File: config.mk
export PLATFORM = sky130hd
export DESIGN_NAME = fp_div_seq_flat
export DESIGN_NICKNAME = d
export VERILOG_FILES = /design/src/rtl/fp_pkg.sv /design/src/rtl/fp_div_seq_if.sv /design/src/rtl/fp_div_classify.sv /design/src/rtl/fp_div_seq.sv /design/src/flat_wrapper.sv
export SDC_FILE = /design/constraint.sdc
export NUM_CORES = 1
export LEC_CHECK = 0
export CAP_MARGIN = 20
export CELL_PAD_IN_SITES_DETAIL_PLACEMENT = 0
export CELL_PAD_IN_SITES_GLOBAL_PLACEMENT = 2
export CORE_MARGIN = 10
export CORE_UTILIZATION = 35
export DETAILED_ROUTE_END_ITERATION = 16
export PLACE_DENSITY_LB_ADDON = 0.1
export SLEW_MARGIN = 20
export SYNTH_ARGS = -nofsm -noshare
export SYNTH_HDL_FRONTEND = slang
export SYNTH_SLANG_ARGS = --single-unit
export TNS_END_PERCENT = 30
File: constraint.sdc
create_clock -name clk -period 5.35 [get_ports clk]
set_input_delay 1.07 -clock clk [delete_from_list [all_inputs] [get_ports clk]]
set_output_delay 1.07 -clock clk [all_outputs]
set_load 0.05 [all_outputs]
File: src/rtl/fp_pkg.sv
// fp_pkg: shared binary32 constants, field widths and divider FSM states.
package fp_pkg;
  localparam int FP_EXP_W = 8;
  localparam int FP_FRAC_W = 23;
  localparam int FP_BIAS = 127;
  localparam logic [31:0] FP_INF = 32'h7F800000;
  localparam logic [31:0] FP_NAN = 32'h7FFFFFFF;
  typedef enum logic [1:0] {IDLE, CALC, NORM, SPEC} state_t;
endpackage

File: src/rtl/fp_div_seq_if.sv
// fp_div_seq_if: start/busy/done request bus for the sequential divider.
interface fp_div_seq_if;
  logic start;
  logic [31:0] a;
  logic [31:0] b;
  logic busy;
  logic done;
  logic [31:0] result;
  modport master (output start, a, b, input busy, done, result);
  modport slave (input start, a, b, output busy, done, result);
endinterface

File: src/rtl/fp_div_classify.sv
// fp_div_classify: classes one binary32 magnitude as zero, inf, NaN or normal.
module fp_div_classify import fp_pkg::*; (
  input  logic [30:0] x,
  output logic zero,
  output logic inf,
  output logic nan,
  output logic norm
);
  logic [FP_EXP_W-1:0] exp_f;
  logic [FP_FRAC_W-1:0] frac_f;
  assign exp_f = x[30:23];
  assign frac_f = x[22:0];
  assign zero = exp_f == '0;
  assign inf = &exp_f && frac_f == '0;
  assign nan = &exp_f && |frac_f;
  assign norm = !zero && !(&exp_f);
endmodule

File: src/rtl/fp_div_seq.sv
// fp_div_seq: iterative binary32 divider, one restoring quotient bit per clock.
module fp_div_seq import fp_pkg::*; (
  input logic clk,
  input logic rst,
  fp_div_seq_if.slave bus
);
  state_t state_q, state_d;
  logic [24:0] r_q, r_d, q_q, q_d, rs;
  logic [22:0] mb_q, mb_d, frac;
  logic [4:0] cnt_q, cnt_d;
  logic signed [9:0] e_q, e_d, en;
  logic s_q, s_d, done_q, done_d, s_in, ge;
  logic [31:0] spec_q, spec_d, result_q, result_d, spec_now, norm_res;
  logic za, ia, na, oa, zb, ib, nb, ob;
  fp_div_classify u_ca (.x(bus.a[30:0]), .zero(za), .inf(ia), .nan(na), .norm(oa));
  fp_div_classify u_cb (.x(bus.b[30:0]), .zero(zb), .inf(ib), .nan(nb), .norm(ob));
  always_comb begin
    s_in = bus.a[31] ^ bus.b[31];
    spec_now = (na | nb | (ia & ib) | (za & zb)) ? FP_NAN :
               (ia | zb) ? {s_in, FP_INF[30:0]} : {s_in, 31'd0};
    ge = r_q >= {2'b01, mb_q};
    rs = ge ? r_q - {2'b01, mb_q} : r_q;
    en = q_q[24] ? e_q : e_q - 10'sd1;
    frac = q_q[24] ? q_q[23:1] : q_q[22:0];
    norm_res = (en >= 10'sd255) ? {s_q, FP_INF[30:0]} :
               (en <= 10'sd0) ? {s_q, 31'd0} : {s_q, en[7:0], frac};
    state_d = state_q;
    r_d = r_q;
    q_d = q_q;
    mb_d = mb_q;
    cnt_d = cnt_q;
    e_d = e_q;
    s_d = s_q;
    spec_d = spec_q;
    result_d = result_q;
    done_d = 1'b0;
    unique case (state_q)
      IDLE: if (bus.start) begin
        s_d = s_in;
        spec_d = spec_now;
        mb_d = bus.b[22:0];
        r_d = {2'b01, bus.a[22:0]};
        q_d = '0;
        cnt_d = 5'd24;
        e_d = $signed({2'b00, bus.a[30:23]}) - $signed({2'b00, bus.b[30:23]}) + 10'sd127;
        state_d = (oa & ob) ? CALC : SPEC;
      end
      CALC: begin
        r_d = {rs[23:0], 1'b0};
        q_d = {q_q[23:0], ge};
        cnt_d = cnt_q - 5'd1;
        state_d = (cnt_q == 5'd0) ? NORM : CALC;
      end
      NORM: begin
        result_d = norm_res;
        done_d = 1'b1;
        state_d = IDLE;
      end
      SPEC: begin
        result_d = spec_q;
        done_d = 1'b1;
        state_d = IDLE;
      end
      default: state_d = IDLE;
    endcase
  end
  always_ff @(posedge clk or posedge rst) begin
    if (rst) begin
      state_q <= IDLE;
      r_q <= '0;
      q_q <= '0;
      mb_q <= '0;
      cnt_q <= '0;
      e_q <= '0;
      s_q <= 1'b0;
      spec_q <= '0;
      result_q <= '0;
      done_q <= 1'b0;
    end else begin
      state_q <= state_d;
      r_q <= r_d;
      q_q <= q_d;
      mb_q <= mb_d;
      cnt_q <= cnt_d;
      e_q <= e_d;
      s_q <= s_d;
      spec_q <= spec_d;
      result_q <= result_d;
      done_q <= done_d;
    end
  end
  assign bus.busy = state_q != IDLE;
  assign bus.done = done_q;
  assign bus.result = result_q;
endmodule

File: src/flat_wrapper.sv
// flat-port wrapper written by rule: the top's interface ports become plain ports
module fp_div_seq_flat import fp_pkg::*;
  (clk, rst, bus_start, bus_a, bus_b, bus_busy, bus_done, bus_result);
  fp_div_seq_if bus_i ();
  input logic clk;
  input logic rst;
  input wire logic [$bits(bus_i.start)-1:0] bus_start;
  input wire logic [$bits(bus_i.a)-1:0] bus_a;
  input wire logic [$bits(bus_i.b)-1:0] bus_b;
  output wire logic [$bits(bus_i.busy)-1:0] bus_busy;
  output wire logic [$bits(bus_i.done)-1:0] bus_done;
  output wire logic [$bits(bus_i.result)-1:0] bus_result;
  assign bus_i.start = bus_start;
  assign bus_i.a = bus_a;
  assign bus_i.b = bus_b;
  assign bus_busy = bus_i.busy;
  assign bus_done = bus_i.done;
  assign bus_result = bus_i.result;
  fp_div_seq u_core (.clk(clk), .rst(rst), .bus(bus_i));
endmodule
* After elaboration in Yosys (flattened, before gate mapping)
Index checks and enable logic that the tools add are counted.
** Word-level totals
- Memories kept :: 0
- Bits in writable memories :: 0
- Bits in read-only memories :: 0
- Bits in registers :: 156
- Output and inout port bits :: 34
- Latch bits :: 0
** Operators by class
- Shift operators :: 0
- Reduce and logical (&&, ||, !) cells :: 26
- Bitwise gates (word level) :: 8
- Divide/modulo/power cells :: 0
- Add/sub/neg operators :: 5
- $lt $le $gt $ge :: 3
- Equal/unequal tests :: 4
- Multiplexer cells :: 19
- $mul :: 0
** Operators by type and width (number)
- case mux 25 bit (2 select lines) :: 2
- 2-to-1 mux 31 bit :: 3
- case mux 32 bit (2 select lines) :: 1
- 2-to-1 mux 25 bit :: 2
- zero test 23 bit :: 2
- OR reduction 23 bit :: 2
- 2-to-1 mux 32 bit :: 1
- >= comparator 25 x 24 -> 1 bit :: 1
- 2-to-1 mux 24 bit :: 1
- subtractor 24 bit :: 1
- 2-to-1 mux 23 bit :: 1
- zero test 8 bit :: 2
- AND reduction 8 bit :: 2
- adder 10 x 8 -> 10 bit (second input constant) :: 1
- >= comparator 10 x 9 -> 1 bit (second input constant) :: 1
- less-or-equal comparator 10 x 1 -> 1 bit (second input constant) :: 1
- 2-to-1 mux 10 bit :: 1
- case mux 5 bit (2 select lines) :: 1
- subtractor 10 x 2 -> 10 bit (second input constant) :: 1
- subtractor 8 x 8 -> 9 bit :: 1
- logical AND 1 bit :: 6
- 2-to-1 mux 2 bit :: 3
- case mux 2 bit (3 select lines) :: 1
- nonzero test 2 bit :: 3
- 14 further kinds :: 24

* Logic depth before layout (Yosys ltp)
Gate-level depths: netlist of the first run.
- Depth after elaboration :: 7
- Gate-level depth with buffers :: 13
- Gate-level depth less buffers :: 13

* Hierarchy
From an unflattened synthesis of the first run, not the netlist that was laid out.
** Second synthesis, totals
- Cell total of the unflattened synthesis :: 864
- Area, all modules :: 7830.0 um2
** Modules (own cells, without submodules)
- fp_div_seq :: sequential area each 3178.0 um2, area an instance 7584.8 um2, cells each 830, instances 1
- fp_div_classify :: sequential area each 0.0 um2, area an instance 122.6 um2, cells each 17, instances 2

* Worst setup path before layout of the first run
OpenSTA, ideal clock, no wires.
- Kind :: input to register
- From :: in bus_a[23]
- To :: reg u_core.e_q[8]
- Path slack :: 2.307 ns
- Cell stages on the path :: 13
- Setup time :: 0.132 ns
- Buffers on the path :: 0
- Data arrival time :: 2.911 ns
- Cell sequence :: inv_1 ha_1 inv_1 fa_1 a21o_1 a21oi_1 o21bai_1 a21oi_1 xnor2_1 nand3_1 nand2_1 xor2_1 o21ai_1
** Between the ends
- Word-level cells in the longest chain between the ends :: 2
** Ends and longest elaborated chain
- from (decl) :: RTL line flat_wrapper.sv:8 : input wire logic [$bits(bus_i.a)-1:0] bus_a;
- subtractor 8 x 8 -> 9 bit :: RTL line fp_div_seq.sv:45 : e_d = $signed({2'b00, bus.a[30:23]}) - $signed({2'b00, bus.b[30:23]}) + 10'sd127;
- adder 10 x 8 -> 10 bit :: RTL line fp_div_seq.sv:45
- to (signal assigned) :: RTL line fp_div_seq.sv:74 : e_q <= '0;
- to (signal assigned) :: RTL line fp_div_seq.sv:85 : e_q <= e_d;
- to (decl) :: RTL line fp_div_seq.sv:11 : logic signed [9:0] e_q, e_d, en;
Every way passes these cells.
A chain may end at the register's enable or synchronous reset.

* Worst setup path after layout of the first run
- From :: in bus_b[23]
- To :: reg u_core.e_q[8]
** Between the ends
- Word-level cells in the longest chain between the ends :: 2
** Ends and longest elaborated chain
- from (decl) :: RTL line flat_wrapper.sv:9 : input wire logic [$bits(bus_i.b)-1:0] bus_b;
- subtractor 8 x 8 -> 9 bit :: RTL line fp_div_seq.sv:45
- adder 10 x 8 -> 10 bit :: RTL line fp_div_seq.sv:45
Every way passes these cells.

==> impl_metrics.toml, run 1 <==
[placed_design]
place_area_um2 = 9170
place_hpwl_um = 16100
place_congestion = 0.819
io_buffers = 100

[detailed_routing]
drt_iter0_drc = 446
vias_per_cell = 5.16
wl_per_cell_um = 17.4
drt_pass1_iterations = 4
vias = 6554
routed_wl_um = 22200
remaining_drc_errors = 0
ant_nets = 0

[critical_path]
crit_type = "in2reg"
rr_startpoint = "u_core.r_q[14]"
crit_slowest_cell = "clkdlybuf4s50_1"
start_kind = "input port"
crit_fanout = 3
arrival_ns = 3.62
crit_chain = "clkdlybuf4s50_1 -> ha_1 -> inv_1 -> fa_1 -> a21o_1 -> a21oi_1 -> o21bai_1 -> a21oi_1 -> xnor2_1 -> nand3_1 -> nand2_1 -> xor2_1 -> o21ai_1"
timing.rr.end = "u_core.r_q[10]"
end_kind = "flip-flop"
critical-path-max-stage-delay_ns = 0.50
rrSetupSlack_ns = 2.03
required_ns = 5.64
worstRegToRegCells = 9
crit_top_cell = "a21oi_1"

[floorplan]
fp.dieW_um = 171
die_y_um = 171
start_util = 0.353
rows = 55
die_area_um2 = 29100
io_pins = 101
coreArea_um2 = 22500

[yosys]
synth_area_leaders = "dfrtp_1, nand2_1, ha_1"
synthAdderAreaFrac = 0.0585
synth_compound_area_frac = 0.203
synth_largest_area_cell = "dfrtp_1"
syn_area_um2 = 7950
synth_most_common_cell = "nand2_1"
syn_inst = 894
yosys.area_share.simple = 0.170
ys_seq_area_frac = 0.400
synth_area_per_cell_um2 = 8.89
ys_dominant_reg_cell = "dfrtp_1"
synth_top_area_frac = 0.400
syn-num-nets = 997
synth_mux_area_frac = 0.0571
synth_seq_cells = 127
ys_async_sr_fraction = 1.00
synth-edff-count = 0
synthTopCellsByCount = "nand2_1, dfrtp_1, inv_1"
netlist-cell-type-count = 67
yosysWarnings = 0
synth_xor_xnor_area_share = 0.0450
synth_top_family_by_area = "compound AO/OA/AOI/OAI gates"

[timing]
max_freq_mhz = 300
setup_tns_ns = 0
min_period_ns = 3.33
hold_viol = 0
slew-limit-headroom = 0.436
fin_worst_skew_ns = 0.0117
setup_violations = 0
finalCritPeriodShare = 0.622
slew_violations = 0
rsz0062_at_grt = "false"
worstMarginPinSlew_ns = 0.846

[min_path]
hold_depth = 2
min-delay-start = "u_core.s_q"
hold_class = "reg2reg"
min_to = "u_core.s_q"

[power_and_ir_drop]
peakVddDrop_mv = 0.310
swShare = 0.457
p_leak_nw = 4.13
clkPwrFrac = 0.174
power.density_nw_per_um2 = 674
p_sw_mw = 3.00
total_power_mw = 6.57
pwr-share-comb = 0.568
pwr-share-seq = 0.258
internal_power_mw = 3.56

[job]
maxCapViolations = 0

[grt]
grt_pass1_vias = 6732
grt_pass1_wl_um = 36200
antenna_found_initial = 0
overflow = 0
grtUsageTotal = 0.155
grt_max_degree = 78

[clock_network]
cts_tree = "built"
htreeDepth = 4
clockRootBuffer = "clkbuf_16"
post-cts-setup-buffers = 0
cts_max_path_buffers = 2
cts_sinks = 127
cts_resized = 0
clkLatencyLatePin_ns = 0.43
path_clk_slew_ns = 0.07
cts_buffers = 17
hold_buffers = 0

[cells_and_area]
syn_to_final_growth_pct = 22.5
fill_cells = 2241
drive_gt1_frac = 0.0822
final_nets = 1076
post-route-cell-area_um2 = 9740
utilization = 0.433
diodes = 0

[run_status]
status = "completed"
==> final cells by class <==
cell class              count  area (µm²)  area share
clock buffers              18         439      0.0451
clock inverters            14         133      0.0136
inverters                  81         309      0.0317
multi-input cells         637        4250       0.437
flip-flops and latches    127        3180       0.326
well taps                 285         357      0.0366
repair buffers            109        1070       0.110
==> registers in the layout, summed over array words and instances, names as in the netlist <==
name / count
u_core.r_q: 25
u_core.bus.done: 1
u_core.s_q: 1
u_core.e_q: 10
u_core.bus.result: 32
u_core.spec_q: 3
u_core.mb_q: 23
u_core.cnt_q: 5
u_core.state_q: 2
u_core.q_q: 25
==> power by group through the flow <==
stage	sequential [mW]	clock (mW)	combinational (mW)
floorplan	1.86	0	2.68
global placement	1.71	0	3.76
detailed placement	1.72	0	3.75
CTS	1.70	1.18	3.77
global route	1.76	1.22	4.17
finish	1.70	1.14	3.73
==> placed cells by master, fill, tap and decap left out, types with 3 or more instances in the layout <==
| cell type | n |
|---|---|
| clkinv_4 | 3 |
| inv_1 | 79 |
| or4_1 | 4 |
| o221ai_2 | 21 |
| and3_1 | 17 |
| a21oi_1 | 45 |
| nor2_1 | 37 |
| nand4_1 | 8 |
| clkinv_2 | 3 |
| nor3_1 | 11 |
| xor2_1 | 15 |
| clkdlybuf4s50_1 | 100 |
| a31oi_1 | 6 |
| nor4_1 | 12 |
| a21o_1 | 10 |
| dfrtp_1 | 126 |
| nand3_1 | 14 |
| a21boi_1 | 3 |
| ha_1 | 34 |
| nand2_2 | 3 |
| nor2b_1 | 9 |
| inv_6 | 5 |
| o221ai_1 | 13 |
| o21a_1 | 6 |
| buf_4 | 9 |
| o21ai_1 | 26 |
| o31ai_1 | 6 |
| o21ai_0 | 66 |
| a2111oi_0 | 3 |
| clkbuf_16 | 17 |
| o21bai_1 | 5 |
| xnor2_1 | 24 |
| nand2_1 | 141 |
| nor3b_1 | 6 |
| o31a_1 | 3 |
| mux2i_1 | 42 |
| or3_1 | 4 |
| a22oi_1 | 6 |
==> per-stage QoR <==
stage / worst slack (ns) / cells / hold WS [ns]
after detailed placement: 1.58 / 1239 / 0.463
after CTS: 2.03 / 1271 / 0.477
after global placement: 1.58 / 1239 / 0.460
after floorplan: 0.896 / 894 / 0.445
after global routing: 1.78 / 1271 / 0.505
final: 2.02 / 1271 / 0.473
==> critical path, delay by kind of cell <==
family / cells / cell delay [ns]
xor+xnor: 2 / 0.34
fa+ha+maj: 2 / 0.58
compound gates: 5 / 0.82
simple gates: 2 / 0.25
buf+inv: 2 / 0.56
==> layer usage <==
layer | vias up | GRT usage | share of wire
met1 | 3136 | 0.197 | 0.46
met5 | - | 0 | 0
met2 | 106 | 0.264 | 0.49
li1 | 3297 | - | -
met4 | 0 | 0.0374 | 0.010
met3 | 15 | 0.0323 | 0.037
==> how the worst max path moves through the flow <==
stage | from | end | slack [ns] | depth (start not counted)
finish | bus_b[23] | u_core.e_q[8] | 2.02 | 13
CTS | bus_b[23] | u_core.e_q[8] | 2.03 | 13
detailed placement | bus_b[23] | u_core.e_q[8] | 1.58 | 13
global placement | bus_b[23] | u_core.e_q[8] | 1.58 | 13
global route | bus_b[23] | u_core.e_q[8] | 1.78 | 13
floorplan | rst | u_core.bus.done | 0.90 | 1
==> kinds of logic (layout without fill, tap and decap cells) <==
family                   Yosys count  in the layout
XOR/XNOR                          40             40
AND/OR/NAND/NOR                  283            283
adder cells (fa/ha/maj)           36             36
flip-flops                       127            127
AO/OA/AOI/OAI                    233            233
multiplexers                      45             45
buffers and inverters            130            222
(Power assumes the default switching activity.)
==> run 2, diff against run 1 <==
--- a/config.mk
+++ b/config.mk
@@ -9,7 +9,7 @@
 export CELL_PAD_IN_SITES_DETAIL_PLACEMENT = 0
 export CELL_PAD_IN_SITES_GLOBAL_PLACEMENT = 2
 export CORE_MARGIN = 10
-export CORE_UTILIZATION = 35
+export CORE_UTILIZATION = 31
 export DETAILED_ROUTE_END_ITERATION = 16
 export PLACE_DENSITY_LB_ADDON = 0.1
 export SLEW_MARGIN = 20
==> constraint.sdc (replaced) <==
create_clock -name clk -period 2.7 [get_ports clk]
set_input_delay 0.54 -clock clk [delete_from_list [all_inputs] [get_ports clk]]
set_output_delay 0.54 -clock clk [all_outputs]
set_load 0.05 [all_outputs]
==> run 2 against run 1 <==
Against the previous run: final area grew 13%; critical endpoint is now u_core.r_q[13]; die area grew 11%; cell count increased by 12%; clock power increased by 120%; combinational power rose to 2.5 times the previous value; flip-flop and latch count unchanged; non-clock buffer count grew 105; first-iteration DRC count shrank 36%.
==> impl_metrics.toml, run 2 (synthesized netlist as in run 1, its figures left out) <==
[critical_path]
crit_buf_inv = 3
crit_fanout = 5
crit_chain = "inv_2 -> ha_4 -> a21oi_2 -> o21ai_2 -> a2111o_1 -> o21ai_2 -> nand3b_1 -> a21oi_2 -> nand2_2 -> buf_6 -> buf_12 -> mux2i_2 -> o21ai_1"
arrival_ns = 2.90
critical_path.top_delay_family = "compound AO/OA/AOI/OAI gates"
crit_type = "reg2reg"
start_kind = "flip-flop"
end_kind = "flip-flop"
crit_slowest_cell = "a2111o_1"
critical-path-max-stage-delay_ns = 0.43
required_ns = 3.00

[cells_and_area]
fill_cells = 2476
syn_to_final_growth_pct = 38.0
largest_register_ffs = 32
final_common_cell = "nand2_1"
final_cell_mix = "nand2_1, dfrtp_1, buf_4"
post-route-cell-area_um2 = 11000
drive_gt1_frac = 0.202
diodes = 0
final_nets = 1181

[detailed_routing]
drt_pass1_iterations = 4
vias_per_cell = 4.87
remaining_drc_errors = 0
drt_iter0_drc = 285
ant_nets = 0
vias = 6915
wl_per_cell_um = 16.5
routed_wl_um = 23500

[timing]
setup_tns_ns = 0
hold_viol = 0
fin_worst_skew_ns = 0.0156
slew_violations = 0
fin_ws_ns = 0.102
min_period_ns = 2.60
finalCritPeriodShare = 0.962
max_freq_mhz = 385
rsz0062_at_grt = "true"
setup_violations = 0
slew-limit-headroom = 0.351
worstMarginPinSlew_ns = 0.970

[clock_network]
htreeDepth = 4
cts_tree = "built"
cts_buffers = 17
hold_buffers = 0
clockRootBuffer = "clkbuf_16"
clkLatencyLatePin_ns = 0.43
cts_sinks = 127
cts_max_path_buffers = 2
path_clk_slew_ns = 0.07

[floorplan]
coreArea_um2 = 25200
fp.dieW_um = 180
rows = 58
start_util = 0.316
die_area_um2 = 32500
die_y_um = 180
io_pins = 101

[grt]
overflow = 0
grt_pass1_vias = 7124
grtUsageTotal = 0.144
antenna_found_initial = 0
grt_pass1_wl_um = 38200
grt_max_degree = 71

[power_and_ir_drop]
power.density_nw_per_um2 = 1380
p_leak_nw = 4.73
peakVddDrop_mv = 0.508

[run_status]
status = "completed"

[placed_design]
place_area_um2 = 10100
io_buffers = 100
place_congestion = 0.797
post-place-ws_ns = -0.423
place_hpwl_um = 17700

[job]
maxCapViolations = 0

[min_path]
hold_class = "reg2reg"
==> run 2: final cells by class <==
class	count	area (µm²)	share of cell area
Clock buffer	17	425	0.0388
Sequential cell	127	3180	0.290
Inverter	81	308	0.0280
Multi-Input combinational cell	637	4460	0.407
Tap cell	330	413	0.0376
Timing Repair Buffer	214	1990	0.181
Clock inverter	15	196	0.0179
==> run 2: routing by layer <==
layer | track usage | share of wire
met1 | 0.184 | 0.48
met2 | 0.240 | 0.48
met3 | 0.0303 | 0.030
met4 | 0.0400 | 0.013
met5 | 0 | 0
==> run 2: power by group <==
part | switching, mW | leakage [nW] | internal [mW] | total, mW
registers | 0.567 | 1.61 | 2.73 | 3.30
logic | 5.02 | 2.82 | 4.39 | 9.41
clock network | 0.995 | 0.296 | 1.49 | 2.48
==> run 2: final timing paths <==
path | start | cells after the start | slack (ns) | end
setup / recovery | u_core.mb_q[4] | 13 | 0.10 | u_core.r_q[13]
hold / removal | u_core.spec_q[22] | 2 | 0.48 | u_core.spec_q[22]
setup reg to reg | u_core.mb_q[4] | 13 | 0.10 | u_core.r_q[13]
hold reg to reg | u_core.spec_q[22] | 2 | 0.48 | u_core.spec_q[22]
max in group asynchronous | rst | 3 | 1.60 | u_core.bus.result[15]
min in group asynchronous | rst | 2 | 0.49 | u_core.q_q[22]
==> run 2: what timing repair did <==
action | in CTS | in global routing
hold endpoints to repair | 0 | 0
pin swaps | 3 | 13
setup endpoints to repair | 20 | 54
setup buffers | 2 | 3
cloned | 0 | 1
resized for setup | 10 | 38
==> run 2: metrics by stage <==
step                hold WS (ns)  power [mW]   util  std cells
global placement           0.466        12.1  0.400       1384
floorplan                  0.445        8.98      -        894
global route               0.501        16.5  0.436       1421
detailed placement         0.468        12.1  0.400       1384
CTS                        0.478        14.8  0.427       1418
finish                     0.476        15.2  0.436       1421
==> run 2: worst register-to-register path, stage by stage (launching register included) <==
cell and delay, ns:
dfrtp_1 0.37, inv_2 0.08, ha_4 0.21, a21oi_2 0.13, o21ai_2 0.08, a2111o_1 0.43, o21ai_2 0.18, nand3b_1 0.12
a21oi_2 0.18, nand2_2 0.11, buf_6 0.16, buf_12 0.14, mux2i_2 0.20, o21ai_1 0.08
==> RTL edit 1 (config.mk and constraints of run 1) <==
Take the reset off `r_q`, `q_q`, `mb_q`, `e_q` and `result_q` and load them in a clocked block of their own.
--- a/src/rtl/fp_div_seq.sv
+++ b/src/rtl/fp_div_seq.sv
@@ -67,27 +67,25 @@
   always_ff @(posedge clk or posedge rst) begin
     if (rst) begin
       state_q <= IDLE;
-      r_q <= '0;
-      q_q <= '0;
-      mb_q <= '0;
       cnt_q <= '0;
-      e_q <= '0;
       s_q <= 1'b0;
       spec_q <= '0;
-      result_q <= '0;
       done_q <= 1'b0;
     end else begin
       state_q <= state_d;
-      r_q <= r_d;
-      q_q <= q_d;
-      mb_q <= mb_d;
       cnt_q <= cnt_d;
-      e_q <= e_d;
       s_q <= s_d;
       spec_q <= spec_d;
-      result_q <= result_d;
       done_q <= done_d;
     end
+  end
+
+  always_ff @(posedge clk) begin
+    r_q      <= r_d;
+    q_q      <= q_d;
+    mb_q     <= mb_d;
+    e_q      <= e_d;
+    result_q <= result_d;
   end
   assign bus.busy = state_q != IDLE;
   assign bus.done = done_q;
Check against the original RTL: differs if rst is asserted again (counterexample within 4 cycles, from zero or initial values and one cycle with rst high); with rst held inactive, the same outputs for 10 cycles.
==> RTL edit 1 against run 1 <==
Setup slack worse by 200 ps. Area after synthesis fell by 7.8%. Clock skew shrank 0.79 ps. Final area decreased by 5.2%. Routed wire length decreased by 17%. Cell count fell by 17%. Sequential cell count unchanged. Total power fell by 22%. Fmax down 5.6%. Count of clock-buffer cells in the layout is 1 lower. Largest power group unchanged.
==> RTL edit 1: results (changes against run 1) <==
metric;value;unit;change
worst setup path category;register to register;;was primary input to register
1st-pass router iterations;4;;unchanged
CTS root buf;clkbuf_16;;unchanged
Seq/Total Area, Yosys;51.2;%;was 40.0%
# port buffers;100;;unchanged
Final #Nets;878;;was 1076
Slowest-stage cell, CP;a311oi_4;;was clkdlybuf4s50_1
critical path peak fanout;17;;was 3
Worst Hold Launch;u_core.s_q;;unchanged
Distinct cells, synth;64;;was 67
synthesized net count;776;;was 997
CP peak stage delay;740;ps;was 500 ps
Final Cycle Share;65.9;%;was 62.2%
Largest register FFs;32;;unchanged
Setup Fix Bufs, Post-CTS;0;;unchanged
total sequential power;1.73;mW;
critical path's top delay family;compound AO/OA/AOI/OAI gates;;unchanged
Async SR Flop Fraction;9.45;%;was 100%
H-tree depth;4;;unchanged
PostCTS Resize Cnt;0;;unchanged
LEAKAGE;3.58;nW;was 4.13 nW
Post-Route Skew;10.9;ps;was 11.7 ps
Net Sw Frac;37.3;%;was 45.7%
R2R setup slack;1820;ps;was 2030 ps
antenna cells;0;;unchanged
largest net degree at the start of global routing;40;;was 78
pre-CTS WS;1400;ps;was 1580 ps
Total GRT Usage;13.7;%;was 15.5%
Hold Path Class;register to register;;unchanged
via count;5335;;was 6554
worst vdd ir;235;uV;was 310 uV
largest buffer count on any clock path;2;;unchanged
worst-skew pair later-pin latency;430;ps;about the same
first-pass GRT wire length;29.1;mm;was 36.2 mm
vias in the first global route;5481;;was 6732
share of cells above drive strength 1;7.36;%;was 8.22%
DRT iter0 DRCs;241;;was 446
Slew headroom;30.4;%;was 43.6%
total CTS buffers;17;;unchanged
post-DR wirelength/cell;17.4;um;about the same
Post-synth EDFFs;115;;was 0
GPL Wtd Cong;0.887;;was 0.819
status;completed;;unchanged
yosys warns;0;;unchanged
Worst Path Arrival;3700;ps;was 3620 ps
clock-pin slew on the worst setup and hold paths;60;ps;
dominant cells by area after synthesis;edfxtp_1 (47%), ha_1 (5.8%), dfrtp_1 (4.1%);;was dfrtp_1 (40%), nand2_1 (6.7%), ha_1 (5.4%)
combinational power share;42.4;%;was 56.8%
list of most frequent post-synthesis cells;edfxtp_1 (115), a21oi_1 (51), inv_1 (50), o21ai_1 (45), nand2_1 (42);;was nand2_1 (142), dfrtp_1 (127), inv_1 (80), o21ai_0 (66), a21oi_1 (45)
r2r startpoint;u_core.r_q[3];;was u_core.r_q[14]
DP HPWL;13.6;mm;was 16.1 mm
initial antenna violation count;0;;unchanged
## RTL edit 1: cell count changes in the layout (fill, tap and decap cells not counted), moves of 27 or more
cell      before  now
and2_1         0   27
edfxtp_1       0  115
inv_1         79   50
nand2_1      141   41
o21ai_0       66   16
dfrtp_1      126   12
## RTL edit 1: final cells by class
type / count / area, sq um
multi-input combinational: 470 / 3270
timing repair buffer: 108 / 1060
clock inverter: 15 / 193
inverter: 51 / 191
tap: 270 / 338
sequential: 127 / 3750
clock buffer: 17 / 425
fill: 1926 / 11200
## RTL edit 1: kinds of logic (layout without fill, tap and decap cells)
group	Yosys count	in the layout	synth area share (%)
buf+inv	76	191	4.42
mux	30	30	4.11
xor+xnor	42	42	5.12
simple gates	183	183	13.8
compound gates	179	179	15.0
flops	127	127	51.2
fa+ha+maj	36	36	6.35
## RTL edit 1: final timing paths
kind | cells after the start | end
min | 2 | u_core.s_q
max reg2reg | 11 | u_core.r_q[12]
max | 11 | u_core.r_q[12]
max in group asynchronous | 2 | u_core.spec_q[31]
min reg2reg | 2 | u_core.s_q
min in group asynchronous | 2 | u_core.bus.done
## RTL edit 1: per-stage QoR
stage          power, mW  hold slack (ps)  instances  cell area, sq um
6_report            5.14              473       1058              9240
2_1_floorplan       3.38              440        673              7330
3_5_place_dp        3.93              461       1026              8620
4_1_cts             5.18              476       1058              9240
5_1_grt             5.52              511       1058              9240
3_3_place_gp        3.90              459       1026              8620
## RTL edit 1: routing by layer
| layer | vias up | routed length [um] | GRT usage [%] |
|---|---|---|---|
| met1 | 2517 | 8870 | 18.1 |
| li1 | 2680 | - | - |
| met4 | 0 | 279 | 4.99 |
| met3 | 24 | 938 | 3.78 |
| met5 | - | 0 | 0 |
| met2 | 114 | 8330 | 21.0 |
==> RTL edit 2 (flow settings as in run 1) <==
Made on the original files. Make the reset (`rst`) synchronous in one clocked block.
--- a/src/rtl/fp_div_seq.sv
+++ b/src/rtl/fp_div_seq.sv
@@ -64,7 +64,7 @@
       default: state_d = IDLE;
     endcase
   end
-  always_ff @(posedge clk or posedge rst) begin
+  always_ff @(posedge clk) begin
     if (rst) begin
       state_q <= IDLE;
       r_q <= '0;
Function: differs if rst is asserted again (counterexample within 4 cycles, from zero or initial values and one cycle with rst high); with rst held inactive, the same outputs for 10 cycles.
==> RTL edit 2 against run 1 <==
Final area shrank 6.9%. Die area fell by 6.6%. Setup slack lost 230 ps. Sequential cell count did not move. Count of clock-buffer cells in the layout decreased by 1. Area after synthesis down 7.4%. Cell count up 1.3%. Non-clock buffer count shrank 1. Routed wire length down 1.9%. Largest cell class unchanged.
Power is not compared: it rests on default switching activity, and its combinational part moved more than twofold at a synthesized area within 25%.
==> RTL edit 2: results (changes against run 1) <==
metric;value;unit;change
met3 WL;813;um;was 824 um
Final ANT Viol Nets;0;;unchanged
Seq/Total Area, Yosys;34.5;%;was 40.0%
Reg2Reg Depth;8;;was 9
share of cells above drive strength 1;5.51;%;was 8.22%
pre-CTS WS;1350;ps;was 1580 ps
Slew headroom;34.6;%;was 43.6%
dominant cells by area after synthesis;dfxtp_1 (35%), a21oi_1 (8.4%), mux2i_1 (5.8%);;was dfrtp_1 (40%), nand2_1 (6.7%), ha_1 (5.4%)
synthesized net count;1042;;was 997
GPL Wtd Cong;0.794;;was 0.819
Largest register FFs;32;;unchanged
largest net degree at the start of global routing;73;;was 78
Non-Filler Instances;1287;;was 1271
Synth Area in Adders;6.32;%;was 5.85%
critical path peak fanout;3;;unchanged
1st-pass router iterations;5;;was 4
Setup Fix Bufs, Post-CTS;0;;unchanged
Pint;2.05;mW;
met1 usage;20.5;%;was 19.7%
Final #Nets;1107;;was 1076
CTS root buf;clkbuf_16;;unchanged
worst-skew pair later-pin latency;430;ps;about the same
list of most frequent post-synthesis cells;dfxtp_1 (127), a21oi_1 (124), nand2_1 (114), nor2_1 (59), inv_1 (50);;was nand2_1 (142), dfrtp_1 (127), inv_1 (80), o21ai_0 (66), a21oi_1 (45)
critical path's top delay family;compound AO/OA/AOI/OAI gates;;unchanged
Post-Route Skew;9.91;ps;was 11.7 ps
post-synthesis compound-gate area fraction;22.4;%;was 20.3%
Worst Hold Launch;u_core.mb_q[22];;was u_core.s_q
clock-pin slew on the worst setup and hold paths;60;ps;
fillers;2152;;was 2241
Distinct cells, synth;62;;was 67
first-pass GRT wire length;35.7;mm;was 36.2 mm
total routed wirelength;21.7;mm;was 22.2 mm
WL met2;10.4;mm;was 10.9 mm
met2 Use GR;27.1;%;was 26.4%
M3 GR Usage;3.24;%;was 3.23%
largest buffer count on any clock path;2;;unchanged
Worst Path Arrival;3890;ps;was 3620 ps
Total GRT Usage;16.1;%;was 15.5%
DRT iter0 DRCs;437;;was 446
Syn Inst Count;939;;was 894
Async SR Flop Fraction;0;%;was 100%
vias in the first global route;6804;;was 6732
DP HPWL;15.4;mm;was 16.1 mm
antenna cells;0;;unchanged
post-synthesis mux area share;6.00;%;was 5.71%
worst vdd ir;250;uV;
status;completed;;unchanged
Metal-1 WL;10.3;mm;was 10.2 mm
xor and xnor area share after synthesis;4.28;%;was 4.50%
vias per inst;5.33;;was 5.16
worst hold stages;2;;unchanged
yosys warns;0;;unchanged
LEAKAGE;3.30;nW;
initial antenna violation count;0;;unchanged
H-tree depth;4;;unchanged
r2r startpoint;u_core.q_q[24];;was u_core.r_q[14]
## RTL edit 2: cell types whose count changed in the layout (fill, tap and decap cells not counted), moves of 8 or more
| cell | run 1 | this run |
|---|---|---|
| a211oi_1 | 2 | 16 |
| a21oi_1 | 45 | 124 |
| dfrtp_1 | 126 | 0 |
| dfxtp_1 | 0 | 126 |
| inv_1 | 79 | 50 |
| nand2_1 | 141 | 113 |
| nand3_1 | 14 | 40 |
| nor2_1 | 37 | 59 |
| nor3_1 | 11 | 19 |
| o21ai_0 | 66 | 22 |
| o21ai_1 | 26 | 0 |
| o221ai_1 | 13 | 4 |
| o221ai_2 | 21 | 0 |
| o22ai_1 | 0 | 39 |
## RTL edit 2: layout make-up
| type | count | area (sq um) | area share [%] |
|---|---|---|---|
| flip-flops and latches | 127 | 2540 | 28.1 |
| inverters | 51 | 191 | 2.11 |
| clock buffers | 17 | 425 | 4.69 |
| multi-input cells | 699 | 4370 | 48.2 |
| repair buffers | 108 | 1060 | 11.7 |
| clock inverters | 15 | 141 | 1.56 |
| well taps | 270 | 338 | 3.73 |
## RTL edit 2: tightest hold or removal path, stage by stage, from the launching register on
cell and delay, ps:
dfxtp_1 310, nand2_1 50, a21oi_1 50
## RTL edit 2: path summary, 6_finish.rpt
path | slack [ps] | endpoint
setup / recovery | 1790 | u_core.e_q[8]
hold / removal | 450 | u_core.mb_q[22]
setup reg to reg | 1800 | u_core.bus.result[15]
hold reg to reg | 450 | u_core.mb_q[22]
## RTL edit 2: through the flow
stage | util, % | power, mW | area [sq um]
finish | 44.4 | 3.22 | 9070
global route | 44.4 | 3.41 | 9070
CTS | 44.4 | 3.25 | 9070
detailed placement | 41.6 | 2.10 | 8500
global placement | 41.6 | 2.11 | 8500
floorplan | - | 1.83 | 7360
